==> config.mk <==
export PLATFORM = sky130hd
export DESIGN_NAME = lif_rate_display
export DESIGN_NICKNAME = d
export VERILOG_FILES = /design/src/rtl/lif_pkg.sv /design/src/rtl/seg7_hex.sv /design/src/rtl/lif_rate_display.sv
export SDC_FILE = /design/constraint.sdc
export NUM_CORES = 1
export LEC_CHECK = 0
export CAP_MARGIN = 15
export CORE_MARGIN = 10
export CORE_UTILIZATION = 53
export DETAILED_ROUTE_END_ITERATION = 8
export GPL_ROUTABILITY_DRIVEN = 1
export PLACE_DENSITY = 0.75
export SLEW_MARGIN = 25
export SYNTH_ARGS = -nofsm -noshare
export SYNTH_HDL_FRONTEND = slang
export SYNTH_SLANG_ARGS = --single-unit
export TNS_END_PERCENT = 5
==> constraint.sdc <==
create_clock -name clk -period 4 [get_ports clk]
set_input_delay 0.8 -clock clk [delete_from_list [all_inputs] [get_ports clk]]
set_output_delay 0.8 -clock clk [all_outputs]
set_load 0.05 [all_outputs]
==> src/rtl/lif_pkg.sv <==
// ============================================================================
// Module  : lif_pkg
// Purpose : Shared constants and FSM state type for the lif rate display.
// Rev     : 1.0  initial release
// ============================================================================
`default_nettype none

package lif_pkg;

   localparam logic [6:0] SEG_DASH  = 7'b1000000;
   localparam logic [6:0] SEG_BLANK = 7'b0000000;
   localparam logic [6:0] SEG_F     = 7'b1110001;

   // Segment order is {g,f,e,d,c,b,a}, active-high; entry 15 is listed first.
   localparam logic [15:0][6:0] SEG_HEX_TABLE = {
      7'b1110001,  // F
      7'b1111001,  // E
      7'b1011110,  // d
      7'b0111001,  // C
      7'b1111100,  // b
      7'b1110111,  // A
      7'b1101111,  // 9
      7'b1111111,  // 8
      7'b0000111,  // 7
      7'b1111101,  // 6
      7'b1101101,  // 5
      7'b1100110,  // 4
      7'b1001111,  // 3
      7'b1011011,  // 2
      7'b0000110,  // 1
      7'b0111111   // 0
   };

   typedef logic [0:0] lif_state_t;
   localparam lif_state_t S_INIT = 1'b0;
   localparam lif_state_t S_RUN  = 1'b1;

endpackage

`default_nettype wire

==> src/rtl/seg7_hex.sv <==
// ============================================================================
// Module  : seg7_hex
// Purpose : Combinational 4-bit hex digit to 7-segment {g,f,e,d,c,b,a} decoder.
// Rev     : 1.0  initial release
// ============================================================================
`default_nettype none

module seg7_hex
   import lif_pkg::*;
(
   input  logic [3:0] digit,
   output logic [6:0] seg
);

   assign seg = SEG_HEX_TABLE[digit];

endmodule

`default_nettype wire

==> src/rtl/lif_rate_display.sv <==
// ============================================================================
// Module  : lif_rate_display
// Purpose : Counts lif spikes over a 2^WINDOW_LOG2 enabled-cycle window and
//           shows the saturated count as a hex digit on a 7-segment display.
//           Define LIF_RATE_BLINK_EN to blink F on overflow instead of steady F.
// Rev     : 1.0  initial release
// ============================================================================
`default_nettype none

module lif_rate_display
   import lif_pkg::*;
#(
   parameter int WINDOW_LOG2 = 10,
   parameter int BLINK_LOG2  = 3
) (
   input  logic       clk,
   input  logic       rst_n,
   input  logic       ena,
   input  logic       spike,
   output logic [6:0] segments,
   output logic [3:0] rate,
   output logic       rate_valid,
   output logic       overflow
);

   generate
      if (WINDOW_LOG2 < 2 || WINDOW_LOG2 > 16 || BLINK_LOG2 > 16) begin : g_param_check
         $error("lif_rate_display: WINDOW_LOG2 or BLINK_LOG2 out of range");
      end
   endgenerate

   localparam logic [WINDOW_LOG2-1:0] c_win_last = {WINDOW_LOG2{1'b1}};
   localparam logic [WINDOW_LOG2-1:0] c_win_one  = WINDOW_LOG2'(1);

   logic [WINDOW_LOG2-1:0] r_win_cnt;
   logic [3:0]             r_spk_cnt;
   logic                   r_ovf_acc;
   lif_state_t             r_state;
   logic [3:0]             r_rate;
   logic                   r_overflow;
   logic                   r_rate_valid;
   logic [6:0]             r_segments;

   logic                   w_close;
   logic                   w_spk_sat;
   logic [3:0]             w_spk_final;
   logic                   w_ovf_final;
   lif_state_t             w_state_nxt;
   logic [3:0]             w_rate_nxt;
   logic                   w_ovf_nxt;
   logic [6:0]             w_hex_seg;
   logic [6:0]             w_ovf_seg;
   logic [6:0]             w_seg_nxt;

   assign w_close   = ena && (r_win_cnt == c_win_last);
   assign w_spk_sat = (r_spk_cnt == 4'hF);

   // Count including this cycle's spike, so a spike on the closing cycle lands in the closing window.
   assign w_spk_final = (spike && !w_spk_sat) ? (r_spk_cnt + 4'd1) : r_spk_cnt;
   assign w_ovf_final = r_ovf_acc | (spike & w_spk_sat);

   always_comb begin
      w_state_nxt = r_state;
      w_rate_nxt  = r_rate;
      w_ovf_nxt   = r_overflow;
      if (w_close) begin
         w_state_nxt = S_RUN;
         w_rate_nxt  = w_spk_final;
         w_ovf_nxt   = w_ovf_final;
      end
   end

   seg7_hex u_seg7_hex (
      .digit (w_rate_nxt),
      .seg   (w_hex_seg)
   );

`ifdef LIF_RATE_BLINK_EN
   // The MSB of the blink counter is the display phase; clearing it at each latch shows F first.
   logic [BLINK_LOG2:0] r_blink_cnt;
   logic [BLINK_LOG2:0] w_blink_nxt;

   assign w_blink_nxt = w_close ? '0 : (r_blink_cnt + (BLINK_LOG2+1)'(1));
   assign w_ovf_seg   = w_blink_nxt[BLINK_LOG2] ? SEG_BLANK : SEG_F;

   always_ff @(posedge clk or negedge rst_n) begin
      if (!rst_n) begin
         r_blink_cnt <= '0;
      end else if (ena) begin
         r_blink_cnt <= w_blink_nxt;
      end
   end
`else
   assign w_ovf_seg = SEG_F;
`endif

   assign w_seg_nxt = (w_state_nxt == S_INIT) ? SEG_DASH :
                      w_ovf_nxt                ? w_ovf_seg :
                                                 w_hex_seg;

   always_ff @(posedge clk or negedge rst_n) begin
      if (!rst_n) begin
         r_win_cnt    <= '0;
         r_spk_cnt    <= 4'd0;
         r_ovf_acc    <= 1'b0;
         r_state      <= S_INIT;
         r_rate       <= 4'd0;
         r_overflow   <= 1'b0;
         r_rate_valid <= 1'b0;
         r_segments   <= SEG_DASH;
      end else if (ena) begin
         r_win_cnt  <= r_win_cnt + c_win_one;
         r_state    <= w_state_nxt;
         r_rate     <= w_rate_nxt;
         r_overflow <= w_ovf_nxt;
         r_segments <= w_seg_nxt;
         if (w_close) begin
            r_spk_cnt    <= 4'd0;
            r_ovf_acc    <= 1'b0;
            r_rate_valid <= 1'b1;
         end else begin
            r_spk_cnt    <= w_spk_final;
            r_ovf_acc    <= w_ovf_final;
            r_rate_valid <= 1'b0;
         end
      end else begin
         r_rate_valid <= 1'b0;
      end
   end

   assign segments   = r_segments;
   assign rate       = r_rate;
   assign rate_valid = r_rate_valid;
   assign overflow   = r_overflow;

endmodule

`default_nettype wire
==> impl_metrics.yaml <==
run_status:
  status: "finished, final reports clean"
die:
  ios: 17
  rows: 20
  dieArea_mm2: 0.00568
  core_area_mm2: 0.00300
  start_util_pct: 54.1
  die_w_um: 75.4
  die_h_um: 75.4
power:
  total_power_mw: 0.761
  power_density_mw_per_mm2: 399
  p_leak_nw: 0.926
  vdd_ir_drop_max_mv: 0.166
synthesis:
  ys.warnings.count: 0
  synth-async-reset-ratio_pct: 100
  ys.flop_type: "dfrtp_1"
  synthCells: 159
  ys_ff_latch: 29
  yosys-top-cells-area: "dfrtp_1, ha_1, mux2i_1"
  syn-cell-area_mm2: 0.00162
  synth.avg_cell_area_um2: 10.2
  synth_top_area_share_pct: 43.1
  netlist-cell-type-count: 40
  seq_area_frac_synth_pct: 44.8
  synthesis.nets: 172
  synth_area_leader_cell: "dfrtp_1"
  synth_edf_count: 0
timing:
  finalCritPeriodShare_pct: 76.1
  fmax_mhz: 329
  hold_viol_final: 0
  finalSetupTns_ns: 0
  tightest_slew_ns: 0.554
  slew_viol_final: 0
  fin_worst_skew_ns: 0.00360
  grt_setup_unrepaired: "no"
  setup_viol: 0
  whs_ns: 0.498
  finalWorstSetupSlack_ns: 0.956
  fin_crit_ns: 3.04
  slew_headroom_pct: 62.7
drt:
  drt-initial-drc-count: 102
  wire_per_inst_um: 15.5
  via_per_inst: 5.83
  num_vias: 1265
  drt_first_pass_iters: 4
  drtAntennaViolNets: 0
  drc: 0
  wl_mm: 3.36
clock_tree:
  clock-sinks: 29
  cts-root-buf: "clkbuf_4"
  clock_path_buffers: 2
  cts_tree: "built"
  cts_resized: 0
  cts_hold_buf: 0
  cts_made_buffers: 5
  post_cts_buffers: 0
  insertion_delay_ns: 0.32
  clk_pin_slew_ns: 0.09
  cts-htree-levels: 2
place:
  place_ws_ns: 0.665
  routabilityCongestion: 0.870
  dp.cells: 209
  post-dp-hpwl_mm: 2.50
  io_buffers: 16
critical_path:
  path_cells: "clkdlybuf4s50_1, nand3_1, nor3_4, buf_4, mux2i_1, buf_4, inv_1, ha_1, mux2i_1, o21ai_0, nor2_1, a211oi_1, o22ai_1"
  slowest_stage: "clkdlybuf4s50_1"
  start_kind: "input port"
  cp-end-kind: "register"
  setup.worst_path.class: "in2reg"
  cp_max_fo: 16
  crit_arrival_ns: 3.24
  critPathRequiredTime_ns: 4.20
  critPathMaxStageDelay_ns: 0.48
global_routing:
  antenna_found_initial: 0
  grt_max_degree: 30
  track_usage_pct: 13.4
  grt_pass1_wl_mm: 5.82
  grt_pass1_vias: 1248
  gr-total-overflow: 0
run:
  cap_violations: 0
final_layout:
  diodes: 0
  final_cells: 217
  fin_nets: 196
  area_growth_pct: 17.6
  drive_above_1_share_pct: 11.4
worst_hold_path:
  hp-class: "reg2reg"
-- cell usage in the layout (no fill, tap or decap), types with 2 or more instances in the layout --
cell	instances
nor2_1	9
nand2b_1	4
clkbuf_4	5
clkdlybuf4s50_1	16
inv_1	15
nand4_1	2
nor3_1	4
mux2i_1	11
and3_1	2
nor3b_1	2
nand2_1	11
o22ai_1	4
dfrtp_1	28
clkbuf_8	2
xor2_1	5
a31oi_1	2
nand3_1	7
ha_1	9
nor2b_1	3
a21oi_1	6
o31ai_1	2
buf_4	5
mux2_2	3
xnor2_1	6
o21ai_0	3
-- through the flow --
stage	util, %	cell area, um2
2_1_floorplan	-	1620
3_5_place_dp	61.3	1840
6_report	63.6	1910
5_1_grt	63.6	1910
4_1_cts	63.6	1910
3_3_place_gp	61.3	1840
-- final timing paths --
check / end / slack, ns / startpoint / cells after the start
setup / recovery: segments[0] / 0.96 / ena / 13
min in group asynchronous: r_spk_cnt[3] / 0.86 / rst_n / 2
hold / removal: r_win_cnt[0] / 0.50 / r_win_cnt[0] / 1
hold reg to reg: r_win_cnt[0] / 0.50 / r_win_cnt[0] / 1
max in group asynchronous: segments[6] / 2.83 / rst_n / 2
setup reg to reg: segments[0] / 1.16 / r_spk_cnt[0] / 12
-- area by class of cell --
cell class                      count  area [um2]
Clock inverter                      1        5.00
Clock buffer                        7        65.1
Tap cell                           33        41.3
Sequential cell                    29         727
Timing Repair Buffer               21         198
Fill cell                         257        1090
Inverter                           15        56.3
Multi-Input combinational cell    111         818
-- cells in the mapped netlist, drive strengths merged, types with 2 or more instances --
cell type / number
ha: 9
xnor2: 6
o21ai: 3
nand4: 3
o31ai: 2
clkbuf: 3
nand2: 11
and3: 2
a31oi: 2
nand2b: 4
nor3b: 2
nor3: 5
mux2: 3
mux2i: 12
nor2: 9
a21oi: 6
nor2b: 3
inv: 15
o22ai: 4
dfrtp: 28
xor2: 5
nand3: 7
-- critical path: cells and delay by family --
family / cells / cell delay, ns
buf+inv: 4 / 1.01
mux: 2 / 0.21
compound gates: 3 / 0.51
simple gates: 3 / 0.43
fa+ha+maj: 1 / 0.26
-- state kept, by name, indices dropped and copies added (netlist names) --
register	count
segments	7
r_state	1
r_win_cnt	10
r_spk_cnt	4
rate	4
overflow	1
rate_valid	1
r_ovf_acc	1
-- routing by layer --
metal / up-vias / global-route usage, % / wire length (um)
met5: - / 0 / 0
met4: 0 / 5.98 / 58
li1: 605 / - / -
met1: 617 / 16.5 / 1490
met2: 37 / 20.8 / 1590
met3: 6 / 4.43 / 222
-- report_power, final --
part / total, mW / switching [mW] / internal (mW)
Sequential: 0.403 / 0.0573 / 0.345
Combinational: 0.157 / 0.0800 / 0.0767
Clock: 0.202 / 0.100 / 0.102
-- kinds of logic after synthesis --
family	Yosys count	share of synthesized area [%]
AOI/OAI and AO/OA	28	12.0
xor gates and xnor gates	11	5.93
adders and majority gates	9	6.93
buffers and inverters	19	4.85
DFF	29	44.8
muxes	15	9.71
and+or+nand+nor	48	15.8
(Power assumes the default switching activity.)
